## src/rtl/branch_resolve_unit_if.sv

```systemverilog
// EX-side branch operands and MEM-side resolution results.
// The master drives the EX inputs and the slave (the resolve unit) drives the results.
interface branch_resolve_unit_if #(
  parameter int GHR_LENGTH = 8,
  parameter int CNT_W      = 32
);
  logic                  stallE;
  logic                  flushM;
  logic                  branchE;
  logic [2:0]            branch_opE;
  logic [31:0]           src_aE;
  logic [31:0]           src_bE;
  logic [31:0]           pcE;
  logic [15:0]           offsetE;
  logic                  pred_takeE;
  logic [GHR_LENGTH-1:0] ghr_snapE;
  logic                  cnt_clr;
  logic                  actual_takeE;
  logic                  branchM;
  logic                  actual_takeM;
  logic                  pred_wrongM;
  logic [31:0]           redirect_pcM;
  logic [GHR_LENGTH-1:0] ghr_fixM;
  logic [CNT_W-1:0]      branch_cnt;
  logic [CNT_W-1:0]      mispred_cnt;

  modport master (
    output stallE, flushM, branchE, branch_opE, src_aE, src_bE, pcE, offsetE,
           pred_takeE, ghr_snapE, cnt_clr,
    input  actual_takeE, branchM, actual_takeM, pred_wrongM, redirect_pcM,
           ghr_fixM, branch_cnt, mispred_cnt
  );

  modport slave (
    input  stallE, flushM, branchE, branch_opE, src_aE, src_bE, pcE, offsetE,
           pred_takeE, ghr_snapE, cnt_clr,
    output actual_takeE, branchM, actual_takeM, pred_wrongM, redirect_pcM,
           ghr_fixM, branch_cnt, mispred_cnt
  );
endinterface

```

## src/rtl/branch_resolve_unit.sv

```systemverilog
// Branch resolve unit: computes the direction and target in EX, registers the
// outcome and mispredict flag into MEM, and keeps saturating branch statistics.
module branch_resolve_unit #(
  parameter int GHR_LENGTH = 8,
  parameter int CNT_W      = 32
) (
  input  logic                 clk,
  input  logic                 rst,
  branch_resolve_unit_if.slave bus
);

  logic                  dirTake;
  logic                  takeE;
  logic                  validE;
  logic [31:0]           seqPc;
  logic [31:0]           targetPc;
  logic [31:0]           offsetBytes;

  logic                  branchMq;
  logic                  takeMq;
  logic                  wrongMq;
  logic [31:0]           redirectMq;
  logic [GHR_LENGTH-1:0] ghrFixMq;
  logic [CNT_W-1:0]      branchCnt;
  logic [CNT_W-1:0]      mispredCnt;

  // Direction from the op code; the zero compares are signed so they reduce to sign-bit tests.
  always_comb begin
    dirTake = 1'b0;
    case (bus.branch_opE)
      3'b000:  dirTake = (bus.src_aE == bus.src_bE);
      3'b001:  dirTake = (bus.src_aE != bus.src_bE);
      3'b010:  dirTake = ~bus.src_aE[31];
      3'b011:  dirTake = ~bus.src_aE[31] & (bus.src_aE != 32'd0);
      3'b100:  dirTake = bus.src_aE[31] | (bus.src_aE == 32'd0);
      3'b101:  dirTake = bus.src_aE[31];
      default: dirTake = 1'b0;
    endcase
  end

  // Gated by rst so the combinational output also reads 0 while the unit is in reset.
  assign takeE  = rst & bus.branchE & dirTake;
  // A branch behind a mispredict in MEM is on the wrong path, even if its flush is late.
  assign validE = bus.branchE & ~wrongMq;

  assign offsetBytes = {{14{bus.offsetE[15]}}, bus.offsetE, 2'b00};
  assign seqPc       = bus.pcE + 32'd4;
  assign targetPc    = takeE ? (seqPc + offsetBytes) : seqPc;

  // EX->MEM register; a bubble clears the valid/mispredict bits but keeps the payload.
  always_ff @(posedge clk or negedge rst) begin
    if (!rst) begin
      branchMq   <= 1'b0;
      takeMq     <= 1'b0;
      wrongMq    <= 1'b0;
      redirectMq <= 32'd0;
      ghrFixMq   <= '0;
    end else if (bus.flushM || bus.stallE) begin
      branchMq <= 1'b0;
      wrongMq  <= 1'b0;
    end else begin
      branchMq   <= validE;
      takeMq     <= takeE;
      wrongMq    <= validE & (bus.pred_takeE != takeE);
      redirectMq <= targetPc;
      ghrFixMq   <= {bus.ghr_snapE[GHR_LENGTH-2:0], takeE};
    end
  end

  // Statistics counters: clear wins over increment, both stick at all-ones.
  always_ff @(posedge clk or negedge rst) begin
    if (!rst) begin
      branchCnt  <= '0;
      mispredCnt <= '0;
    end else if (bus.cnt_clr) begin
      branchCnt  <= '0;
      mispredCnt <= '0;
    end else begin
      if (branchMq && (branchCnt != '1))  branchCnt  <= branchCnt + CNT_W'(1);
      if (wrongMq && (mispredCnt != '1))  mispredCnt <= mispredCnt + CNT_W'(1);
    end
  end

  assign bus.actual_takeE = takeE;
  assign bus.branchM      = branchMq;
  assign bus.actual_takeM = takeMq;
  assign bus.pred_wrongM  = wrongMq;
  assign bus.redirect_pcM = redirectMq;
  assign bus.ghr_fixM     = ghrFixMq;
  assign bus.branch_cnt   = branchCnt;
  assign bus.mispred_cnt  = mispredCnt;

endmodule

```

## src/flat_wrapper.sv

```systemverilog
// flat-port wrapper written by rule: the top's interface ports become plain ports
module branch_resolve_unit_flat 
#(
  parameter int GHR_LENGTH = 8,
  parameter int CNT_W      = 32
)
  (clk, rst, bus_stallE, bus_flushM, bus_branchE, bus_branch_opE, bus_src_aE, bus_src_bE, bus_pcE, bus_offsetE, bus_pred_takeE, bus_ghr_snapE, bus_cnt_clr, bus_actual_takeE, bus_branchM, bus_actual_takeM, bus_pred_wrongM, bus_redirect_pcM, bus_ghr_fixM, bus_branch_cnt, bus_mispred_cnt);
  branch_resolve_unit_if #(.GHR_LENGTH(GHR_LENGTH), .CNT_W(CNT_W)) bus_i ();
  input  logic clk;
  input  logic rst;
  input wire logic [$bits(bus_i.stallE)-1:0] bus_stallE;
  input wire logic [$bits(bus_i.flushM)-1:0] bus_flushM;
  input wire logic [$bits(bus_i.branchE)-1:0] bus_branchE;
  input wire logic [$bits(bus_i.branch_opE)-1:0] bus_branch_opE;
  input wire logic [$bits(bus_i.src_aE)-1:0] bus_src_aE;
  input wire logic [$bits(bus_i.src_bE)-1:0] bus_src_bE;
  input wire logic [$bits(bus_i.pcE)-1:0] bus_pcE;
  input wire logic [$bits(bus_i.offsetE)-1:0] bus_offsetE;
  input wire logic [$bits(bus_i.pred_takeE)-1:0] bus_pred_takeE;
  input wire logic [$bits(bus_i.ghr_snapE)-1:0] bus_ghr_snapE;
  input wire logic [$bits(bus_i.cnt_clr)-1:0] bus_cnt_clr;
  output wire logic [$bits(bus_i.actual_takeE)-1:0] bus_actual_takeE;
  output wire logic [$bits(bus_i.branchM)-1:0] bus_branchM;
  output wire logic [$bits(bus_i.actual_takeM)-1:0] bus_actual_takeM;
  output wire logic [$bits(bus_i.pred_wrongM)-1:0] bus_pred_wrongM;
  output wire logic [$bits(bus_i.redirect_pcM)-1:0] bus_redirect_pcM;
  output wire logic [$bits(bus_i.ghr_fixM)-1:0] bus_ghr_fixM;
  output wire logic [$bits(bus_i.branch_cnt)-1:0] bus_branch_cnt;
  output wire logic [$bits(bus_i.mispred_cnt)-1:0] bus_mispred_cnt;
  assign bus_i.stallE = bus_stallE;
  assign bus_i.flushM = bus_flushM;
  assign bus_i.branchE = bus_branchE;
  assign bus_i.branch_opE = bus_branch_opE;
  assign bus_i.src_aE = bus_src_aE;
  assign bus_i.src_bE = bus_src_bE;
  assign bus_i.pcE = bus_pcE;
  assign bus_i.offsetE = bus_offsetE;
  assign bus_i.pred_takeE = bus_pred_takeE;
  assign bus_i.ghr_snapE = bus_ghr_snapE;
  assign bus_i.cnt_clr = bus_cnt_clr;
  assign bus_actual_takeE = bus_i.actual_takeE;
  assign bus_branchM = bus_i.branchM;
  assign bus_actual_takeM = bus_i.actual_takeM;
  assign bus_pred_wrongM = bus_i.pred_wrongM;
  assign bus_redirect_pcM = bus_i.redirect_pcM;
  assign bus_ghr_fixM = bus_i.ghr_fixM;
  assign bus_branch_cnt = bus_i.branch_cnt;
  assign bus_mispred_cnt = bus_i.mispred_cnt;
  branch_resolve_unit #(.GHR_LENGTH(GHR_LENGTH), .CNT_W(CNT_W)) u_core (.clk(clk), .rst(rst), .bus(bus_i));
endmodule
```

## config.mk

```make
export PLATFORM = sky130hd
export DESIGN_NAME = branch_resolve_unit_flat
export DESIGN_NICKNAME = d
export VERILOG_FILES = /design/src/rtl/branch_resolve_unit_if.sv /design/src/rtl/branch_resolve_unit.sv /design/src/flat_wrapper.sv
export SDC_FILE = /design/constraint.sdc
export NUM_CORES = 1
export LEC_CHECK = 0
export ABC_AREA = 1
export CORE_MARGIN = 2
export CORE_UTILIZATION = 30
export CTS_BUF_LIST = sky130_fd_sc_hd__clkbuf_16
export DETAILED_ROUTE_END_ITERATION = 8
export GPL_ROUTABILITY_DRIVEN = 1
export PLACE_DENSITY = 0.54
export SYNTH_ARGS = -nofsm -noshare
export SYNTH_HDL_FRONTEND = slang
export SYNTH_SLANG_ARGS = --single-unit
```

## constraint.sdc

```tcl
create_clock -name clk -period 1.82 [get_ports clk]
set_input_delay 0.182 -clock clk [delete_from_list [all_inputs] [get_ports clk]]
set_output_delay 0.182 -clock clk [all_outputs]
set_load 0.02 [all_outputs]
```

# Yosys cells after proc, flatten, opt, wreduce, memory -nomap -nowiden
# Index checks and enable logic that the tools add are counted.
# W data, S select, Z words.
# classes
add_sub_neg	4
n_eq_ne	10
muxes	8
bitwise	8
reduce_logical	8
# ops
op	count
$mux W32	5
$add A32 B1 Y32 const B	2
$ne A32 B32 Y1 const B	2
$add A32 B3 Y32 const B	1
$add A32 B32 Y32	1
$eq A32 B32 Y1	1
$logic_not A32 Y1	1
$ne A32 B32 Y1	1
$reduce_bool A32 Y1	1
$eq A3 B2 Y1 const B	2
$eq A3 B3 Y1 const B	2
$pmux W1 S6	1
$and A1 B1 Y1	5
$reduce_bool A2 Y1	2
$eq A3 B1 Y1 const B	1
$logic_not A3 Y1	1
$logic_and A1 B1 Y1	2
$mux W1	2
$not A1 Y1	2
$logic_or A1 B1 Y1	1
$ne A1 B1 Y1	1
$or A1 B1 Y1	1
# word_totals
regBits	107
input_bits	130
out_inout_bits	108

# Longest topological paths before layout
# Gate-level depths: netlist of run 1.
# logic_depth
depth_word	7
ltp_mapped	25
mapped_depth_nobuf	25

# Worst setup path before layout of run 1
# Ideal clock, no wire load.
# synth_timing
path_kind	input to register
from	input bus_pcE[2]
to	register u_core.redirectMq[31] (netlist: u_core.bus.redirect_pcM[31])
setup_time_ns	0.118
t_arrival_ns	2.522
path_slack_ns	-0.820
stages	20
n_path_buf	0
path_cell_list	ha_1 nand3_1 nor2_1 nand2_1 nor3_2 nand3_1 nor2_1 xor2_1 inv_1 ha_1 a21oi_1 nand2_1 a21oi_1 nand2_1 a21oi_1 nand2_1 nand2_1 nand3_1 nand3_1 nand2_1
# synth_via
elab_chain_cells	3
# synth_lines
item	line	rtl
start, declared	flat_wrapper.sv:17	input wire logic [$bits(bus_i.pcE)-1:0] bus_pcE;
$add A32 B3 Y32 *	branch_resolve_unit.sv:47	assign seqPc = bus.pcE + 32'd4;
$add A32 B32 Y32	branch_resolve_unit.sv:48	assign targetPc = takeE ? (seqPc + offsetBytes) : seqPc;
$mux W32 *	branch_resolve_unit.sv:48	
end signal, assigned	branch_resolve_unit.sv:65	redirectMq <= targetPc;
end, declared	branch_resolve_unit.sv:22	logic [31:0] redirectMq;
# Mark *: on every way between the ends. The rest lies on a longest branch, timed or not.
# A chain may end at the register's enable or synchronous reset.

# Final worst setup path of run 1
# layout_timing
from	input bus_pcE[25]
to	register u_core.redirectMq[31] (netlist: u_core.bus.redirect_pcM[31])
# Same word-level chain as after synthesis.

==> results of run 1 <==
==> worst max-delay path by stage <==
stage                 from                                       to  slack (ps)  cells past startpoint
2_1_floorplan   bus_pcE[3]  u_core.bus.redirect_pcM[30]$_DFFE_PN0P_        -670                     21
3_3_place_gp    bus_pcE[2]  u_core.bus.redirect_pcM[29]$_DFFE_PN0P_       -1660                     23
3_5_place_dp    bus_pcE[2]  u_core.bus.redirect_pcM[29]$_DFFE_PN0P_       -1750                     22
4_1_cts         bus_pcE[3]  u_core.bus.redirect_pcM[31]$_DFFE_PN0P_        -710                     24
5_1_grt        bus_pcE[25]  u_core.bus.redirect_pcM[31]$_DFFE_PN0P_        -980                     18
6_report       bus_pcE[25]  u_core.bus.redirect_pcM[31]$_DFFE_PN0P_        -750                     18
==> cell type report <==
cell class / count / share of cell area, %
Multi-Input combinational cell: 1141 / 46.0
Timing Repair Buffer: 603 / 30.0
Sequential cell: 106 / 15.2
Inverter: 194 / 4.36
Tap cell: 396 / 2.84
Clock buffer: 9 / 1.29
Clock inverter: 7 / 0.294
==> cell usage in the layout, fill, tap and decap left out, types with 27 or more instances in the layout <==
cell,instances
sky130_fd_sc_hd__nor2_4,34
sky130_fd_sc_hd__clkdlybuf4s50_1,144
sky130_fd_sc_hd__nor2_2,39
sky130_fd_sc_hd__nand3_1,96
sky130_fd_sc_hd__a21oi_1,27
sky130_fd_sc_hd__nand2_1,351
sky130_fd_sc_hd__inv_2,46
sky130_fd_sc_hd__nand2_4,45
sky130_fd_sc_hd__nand2_2,81
sky130_fd_sc_hd__nor2_1,107
sky130_fd_sc_hd__buf_4,314
sky130_fd_sc_hd__inv_1,140
sky130_fd_sc_hd__dfrtp_1,100
sky130_fd_sc_hd__clkbuf_2,42
sky130_fd_sc_hd__ha_4,32
sky130_fd_sc_hd__xor2_1,29
sky130_fd_sc_hd__xnor2_1,33
sky130_fd_sc_hd__nand4_1,46
sky130_fd_sc_hd__buf_6,39
==> sequential cells by signal, indices dropped and copies added (netlist names) <==
name	flops
u_core.bus.branch_cnt	32
u_core.bus.mispred_cnt	32
u_core.bus.ghr_fixM	8
u_core.bus.branchM	1
u_core.bus.pred_wrongM	1
u_core.bus.redirect_pcM	32
==> power by group <==
group / switching, W / total, W / internal, W
Clock: 0.000994 / 0.00194 / 0.000942
Sequential: 0.0000822 / 0.00257 / 0.00249
Combinational: 0.00179 / 0.00343 / 0.00164
==> worst max-delay path, cell delays in order <==
cell and delay, ps:
sky130_fd_sc_hd__clkdlybuf4s50_1 540, sky130_fd_sc_hd__nand4_1 190, sky130_fd_sc_hd__nor3_2 160, sky130_fd_sc_hd__nand3_1 130, sky130_fd_sc_hd__xor2_1 180, sky130_fd_sc_hd__inv_1 60, sky130_fd_sc_hd__ha_1 310, sky130_fd_sc_hd__inv_1 100
sky130_fd_sc_hd__nor3_4 260, sky130_fd_sc_hd__buf_4 160, sky130_fd_sc_hd__a21oi_2 50, sky130_fd_sc_hd__buf_4 130, sky130_fd_sc_hd__nand3_2 60, sky130_fd_sc_hd__nand2_1 50, sky130_fd_sc_hd__nand2_1 50, sky130_fd_sc_hd__nand3_1 70
sky130_fd_sc_hd__nand3_1 90, sky130_fd_sc_hd__nand2_1 50
==> metal layers <==
metal / track usage [%] / vias to the layer above
met5: 0 / -
met1: 29.5 / 5530
li1: - / 5872
met2: 40.7 / 267
met3: 2.40 / 66
met4: 5.68 / 2
==> logic make-up (layout without fill, tap and decap cells) <==
group / after synthesis / after routing / share of synthesized area (%)
flip-flops: 106 / 106 / 28.3
AO/OA/AOI/OAI: 123 / 123 / 7.35
adder cells (fa/ha/maj): 40 / 40 / 5.42
XOR/XNOR: 82 / 82 / 7.66
buffers and inverters: 226 / 813 / 9.54
AND/OR/NAND/NOR: 895 / 896 / 41.8
==> per-stage QoR <==
step	instances	hold slack (ps)
final	2456	303
after global routing	2456	330
after global placement	2353	322
after floorplan	1472	-114
after CTS	2428	297
after detailed placement	2353	323
==> what timing repair did <==
item | in CTS | in global routing
buffers inserted | 58 | 29
cloned | 2 | 1
pin swaps | 177 | 184
hold buffers | 1 | 0
hold endpoints to repair | 106 | 0
endpoints found under the setup margin | 82 | 93
resized for setup | 404 | 326
==> flow_summary.ini, run 1 <==
[cells_and_area]
multi_input_comb_area_sq_mm = 0.00802
layout.core_utilization_pct = 56.9
layout.area.seq_sq_mm = 0.00266
nNetsFinal = 2225
antenna_cells = 0
final_area_sq_mm = 0.0174
area_delta_synth_final_pct = 86.0
layout-drive-gt1-share_pct = 41.9
fillerInstances = 2837

[die]
die_y_extent_um = 181
start_util_pct = 30.6
full_die_area_sq_mm = 0.0327
die_w_um = 181
io_pins = 238
coreArea_sq_mm = 0.0307
rows = 64

[timing]
timing.final.crit_share_pct = 141
grt_setup_unrepaired = yes
timing_max_transition_violations_final = 0
pin_slew_with_the_least_headroom_to_its_limit_ps = 631
fmax_mhz = 389
tns_ps = -12500
setup_violations = 26
slew_headroom_pct = 57.9
setup_slack_ps = -751
skew_ps = 8.77
timing.final.crit_period_ps = 2570
finalHoldViolCount = 0

[setup_path]
path_max_fanout = 3
critical_path_required_ps = 2070
rr_endpoint = u_core.bus.mispred_cnt[27]$_DFFE_PN0P_
ff2ff_setup_slack_ps = -40
critical_path_arrival_ps = 2830
critical_path_class = in2reg
timing.critical_path.from_type = primary input
worstReg2RegStart = u_core.bus.mispred_cnt[0]$_DFFE_PN0P_
worst_r2r_path_depth = 12
cp-end-kind = flip-flop

[drt]
met1Wirelength_um = 16900
remaining_drc_errors = 0
firstDrtPassIters = 5
first_iter_violations = 634
route.met3.wl_um = 1320
vias = 11737
post_detailed_route_via_to_cell_ratio = 4.78
top_layer_used = met5
met2_wirelength_um = 19400
ant_nets = 0
final_routed_wirelength_across_all_metal_layers_um = 38500
wire_per_inst_um = 15.7

[logic_synthesis]
mappedNetlistArea_sq_mm = 0.00938
post_synthesis_net_count = 1642
synth-seq-cells = 106
synth_edf_count = 0
yosysSeqAreaShare_pct = 28.3
synth_cells = 1472
most_frequently_used_cell_type_in_the_post_synthesis_netlist = sky130_fd_sc_hd__nand2_1
yosysWarnings = 0
synth_top_area_share_pct = 28.3
synthDominantAreaCellType = sky130_fd_sc_hd__dfrtp_1
synth_area_leaders = sky130_fd_sc_hd__dfrtp_1 28%, sky130_fd_sc_hd__nand2_1 19%, sky130_fd_sc_hd__inv_1 7.4%
ys.flop_type = sky130_fd_sc_hd__dfrtp_1
post_synth_most_frequent_cells = 473 x sky130_fd_sc_hd__nand2_1, 185 x sky130_fd_sc_hd__inv_1, 166 x sky130_fd_sc_hd__nor2_1
synthDistinctLibCells = 46
asyncSetResetFlopFracSynth_pct = 100
synth_area_per_cell_sq_um = 6.37

[place]
rd_place_congestion = 0.962
dp_worst_setup_slack_ps = -1750
final_hpwl_from_detailed_placement_um = 28900
numPortBuffers = 236
placed_cell_area_sq_mm = 0.0147

[worst_hold_path]
hold-path-endpoint = u_core.bus.redirect_pcM[3]$_DFFE_PN0P_
hp-class = in2reg
timing.hold.worst.start = bus_pcE[3]
holdPathStages = 5

[global_routing]
grt_pass1_wl_um = 60200
pin_count_of_the_biggest_net_entering_global_routing = 107
antenna_found_initial = 1
groute.usage.overall_pct = 22.8
first_global_vias = 11589
grt.overflow.total = 0

[power_and_ir_drop]
power.total_w = 0.00793
power.ir.vdd_worst_v = 0.000382
power.density_mw_per_mm2 = 455
power_leakage_nw = 8.18

[status]
failed_checks = setup timing
run_status = finished with violations

[clock_tree]
tritoncts = done
tritoncts.num_buffers = 9
level_count_of_the_clock_h_tree = 3
cts_root_buf = sky130_fd_sc_hd__clkbuf_16
clk_pin_slew_worst_paths_ps = 80
tritoncts_num_sinks = 106
clock_latency_ps = 360
clock_tree.buffer_depth = 2

[job]
drv.max_cap_violation_count = 0
Power figures use the tool's default switching activity.
==> run 2, diff against run 1 <==
--- a/config.mk
+++ b/config.mk
@@ -11,7 +11,7 @@
 export CTS_BUF_LIST = sky130_fd_sc_hd__clkbuf_16
 export DETAILED_ROUTE_END_ITERATION = 8
 export GPL_ROUTABILITY_DRIVEN = 1
-export PLACE_DENSITY = 0.54
+export PLACE_DENSITY_LB_ADDON = 0.12
 export SYNTH_ARGS = -nofsm -noshare
 export SYNTH_HDL_FRONTEND = slang
 export SYNTH_SLANG_ARGS = --single-unit
==> run 2 against run 1 <==
The run still ends with setup timing left. Global-route usage decreased by 0.58 points. Combinational power increased by 2%. Maximum frequency increased by 2.8%. Register-to-register slack got worse by 30 ps. Cell area increased by 1.5%. Sequential share of layout area decreased by 0.21 points. Clock power about the same. Critical path depth increased by 5. Power increased by 1.2%. Utilization increased by 0.87 points.
==> flow_summary.ini, run 2 (same netlist as run 1, synthesis figures left out) <==
[clock_tree]
clock_tree.buffer_depth = 2
clock_latency_ps = 360
tritoncts.num_buffers = 9
tritoncts_num_sinks = 106
cts_root_buf = sky130_fd_sc_hd__clkbuf_16
tritoncts = done
level_count_of_the_clock_h_tree = 3
clk_pin_slew_worst_paths_ps = 80

[setup_path]
path_max_fanout = 4
cpMaxStageDelayCell = sky130_fd_sc_hd__ha_4
timing.critical_path.from_type = primary input
delay_contributed_by_the_slowest_stage_of_the_critical_path_ps = 340
critical_path_arrival_ps = 2760
critical_path_required_ps = 2070
worstPathBufferInverterCount = 5
ff2ff_setup_slack_ps = -70
crit_path_cell_trace = buf_8 -> buf_6 -> ha_4 -> nand3_4 -> nor2_4 -> nand2_2 -> nor3_4 -> nand3_4 -> buf_12 -> xnor2_4 -> ha_4 -> nand2_4 -> buf_4 -> nor2_4 -> nand2_2 -> nor2_1 -> nand2_1 -> nand4_1 -> nand2_1 -> inv_1 -> nand3_1 -> nand3_2 -> nand2_1
critical_path_class = in2reg
cp-end-kind = flip-flop
worst_path_most_repeated_cell = sky130_fd_sc_hd__nand2_1
critical-path-top-delay-family = simple AND/OR/NAND/NOR gates

[drt]
ant_nets = 0
wire_per_inst_um = 15.5
post_detailed_route_via_to_cell_ratio = 4.74
vias = 11642
final_routed_wirelength_across_all_metal_layers_um = 38000
remaining_drc_errors = 0
first_iter_violations = 622
firstDrtPassIters = 5

[place]
numPortBuffers = 236
final_hpwl_from_detailed_placement_um = 28400
rd_place_congestion = 0.920

[cells_and_area]
nNetsFinal = 2224
area_delta_synth_final_pct = 88.9
fillerInstances = 2821
layout-drive-gt1-share_pct = 40.2
layout.core_utilization_pct = 57.8
layout_common_cells = 362 x sky130_fd_sc_hd__nand2_1, 300 x sky130_fd_sc_hd__buf_4, 147 x sky130_fd_sc_hd__clkdlybuf4s50_1, 141 x sky130_fd_sc_hd__inv_1, 103 x sky130_fd_sc_hd__nor2_1
layout_commonest_cell = sky130_fd_sc_hd__nand2_1

[die]
rows = 64
full_die_area_sq_mm = 0.0327
io_pins = 238
die_y_extent_um = 181
start_util_pct = 30.6
coreArea_sq_mm = 0.0307
die_w_um = 181

[worst_hold_path]
hp-class = in2reg

[global_routing]
grt_pass1_wl_um = 59300
first_global_vias = 11628
antenna_found_initial = 1
grt.overflow.total = 0
groute.usage.overall_pct = 22.3
pin_count_of_the_biggest_net_entering_global_routing = 107

[job]
drv.max_cap_violation_count = 0

[timing]
pin_slew_with_the_least_headroom_to_its_limit_ps = 618
slew_headroom_pct = 58.8
setup_violations = 45
fmax_mhz = 400
skew_ps = 14.7
timing_max_transition_violations_final = 0
grt_setup_unrepaired = yes
timing.final.crit_period_ps = 2500
finalHoldViolCount = 0
timing.final.crit_share_pct = 137
setup_slack_ps = -682

[status]
run_status = finished with violations
failed_checks = setup timing

[power_and_ir_drop]
power.density_mw_per_mm2 = 453
power.total_w = 0.00803
power.ir.vdd_worst_v = 0.000360
power_leakage_nw = 8.22
[run 2: cell types whose count changed in the layout (fill, tap and decap cells not counted), sizes merged, moves of 2 or more]
cell / previous run / this run
dlygate4sd2: 14 / 39
dlymetal6s2s: 3 / 0
clkbuf: 52 / 25
clkdlybuf4s50: 144 / 147
inv: 198 / 196
clkdlybuf4s15: 22 / 24
[run 2: cell type report]
| type | instances | area [sq um] | area share [%] |
|---|---|---|---|
| inverter | 194 | 758 | 4.28 |
| clock buffer | 9 | 225 | 1.27 |
| tap | 396 | 495 | 2.80 |
| timing repair buffer | 602 | 5390 | 30.4 |
| sequential | 106 | 2660 | 15.0 |
| clock inverter | 7 | 63.8 | 0.360 |
| multi-input combinational | 1141 | 8120 | 45.8 |
| antenna | 1 | 2.50 | 0.0141 |
[run 2: repair_timing]
item,in CTS,in global routing
setup endpoints to repair,76,92
hold buffers,1,0
hold endpoints to repair,84,0
gates cloned,1,3
setup buffers,59,50
pin swaps,163,237
resized for setup,366,344
[run 2: path summary, 6_finish.rpt]
kind                                                      startpoint                                      end  cells past startpoint
min in group asynchronous                                        rst     u_core.bus.branch_cnt[2]$_DFFE_PN0P_                      3
worst max-delay path                                      bus_pcE[3]  u_core.bus.redirect_pcM[25]$_DFFE_PN0P_                     23
worst min-delay path                                      bus_pcE[2]   u_core.bus.redirect_pcM[3]$_DFFE_PN0P_                      5
max in group asynchronous                                        rst    u_core.bus.mispred_cnt[1]$_DFFE_PN0P_                      3
worst max register to register  u_core.bus.branch_cnt[0]$_DFFE_PN0P_    u_core.bus.branch_cnt[24]$_DFFE_PN0P_                     13
worst min register to register    u_core.bus.ghr_fixM[2]$_DFFE_PN0P_       u_core.bus.ghr_fixM[2]$_DFFE_PN0P_                      2
[run 2: report_power, final]
part | switching [W] | total (W) | internal, W
registers | 0.0000829 | 0.00257 | 0.00249
logic | 0.00181 | 0.00349 | 0.00169
clock network | 0.00101 | 0.00196 | 0.000956
[run 2: worst reg2reg max path, delay by kind of cell (launching register included)]
| family | cells | cell delay, ps |
|---|---|---|
| buffers and inverters | 3 | 300 |
| and+or+nand+nor | 9 | 920 |
| DFF | 1 | 400 |
| adders and majority gates | 1 | 160 |
[run 2: per-layer routing]
metal	wire length, um	part of all wire, %	global-route usage [%]	vias up
met5	0	0	0	-
met4	908	2.4	5.84	0
li1	-	-	-	5887
met3	1240	3.3	1.98	60
met2	19200	51	39.6	242
met1	16600	44	28.9	5453
[run 2: stage by stage]
stage	setup TNS, ps	instance area, sq um	worst slack (ps)	instances	hold slack [ps]
6_report	-13430	17700	-682	2456	327
5_1_grt	-19270	17700	-903	2455	345
4_1_cts	-12120	16200	-682	2407	329
3_5_place_dp	-48300	14500	-1810	2333	357
3_3_place_gp	-47280	14500	-1770	2333	360
2_1_floorplan	-8370	9710	-666	1472	-114
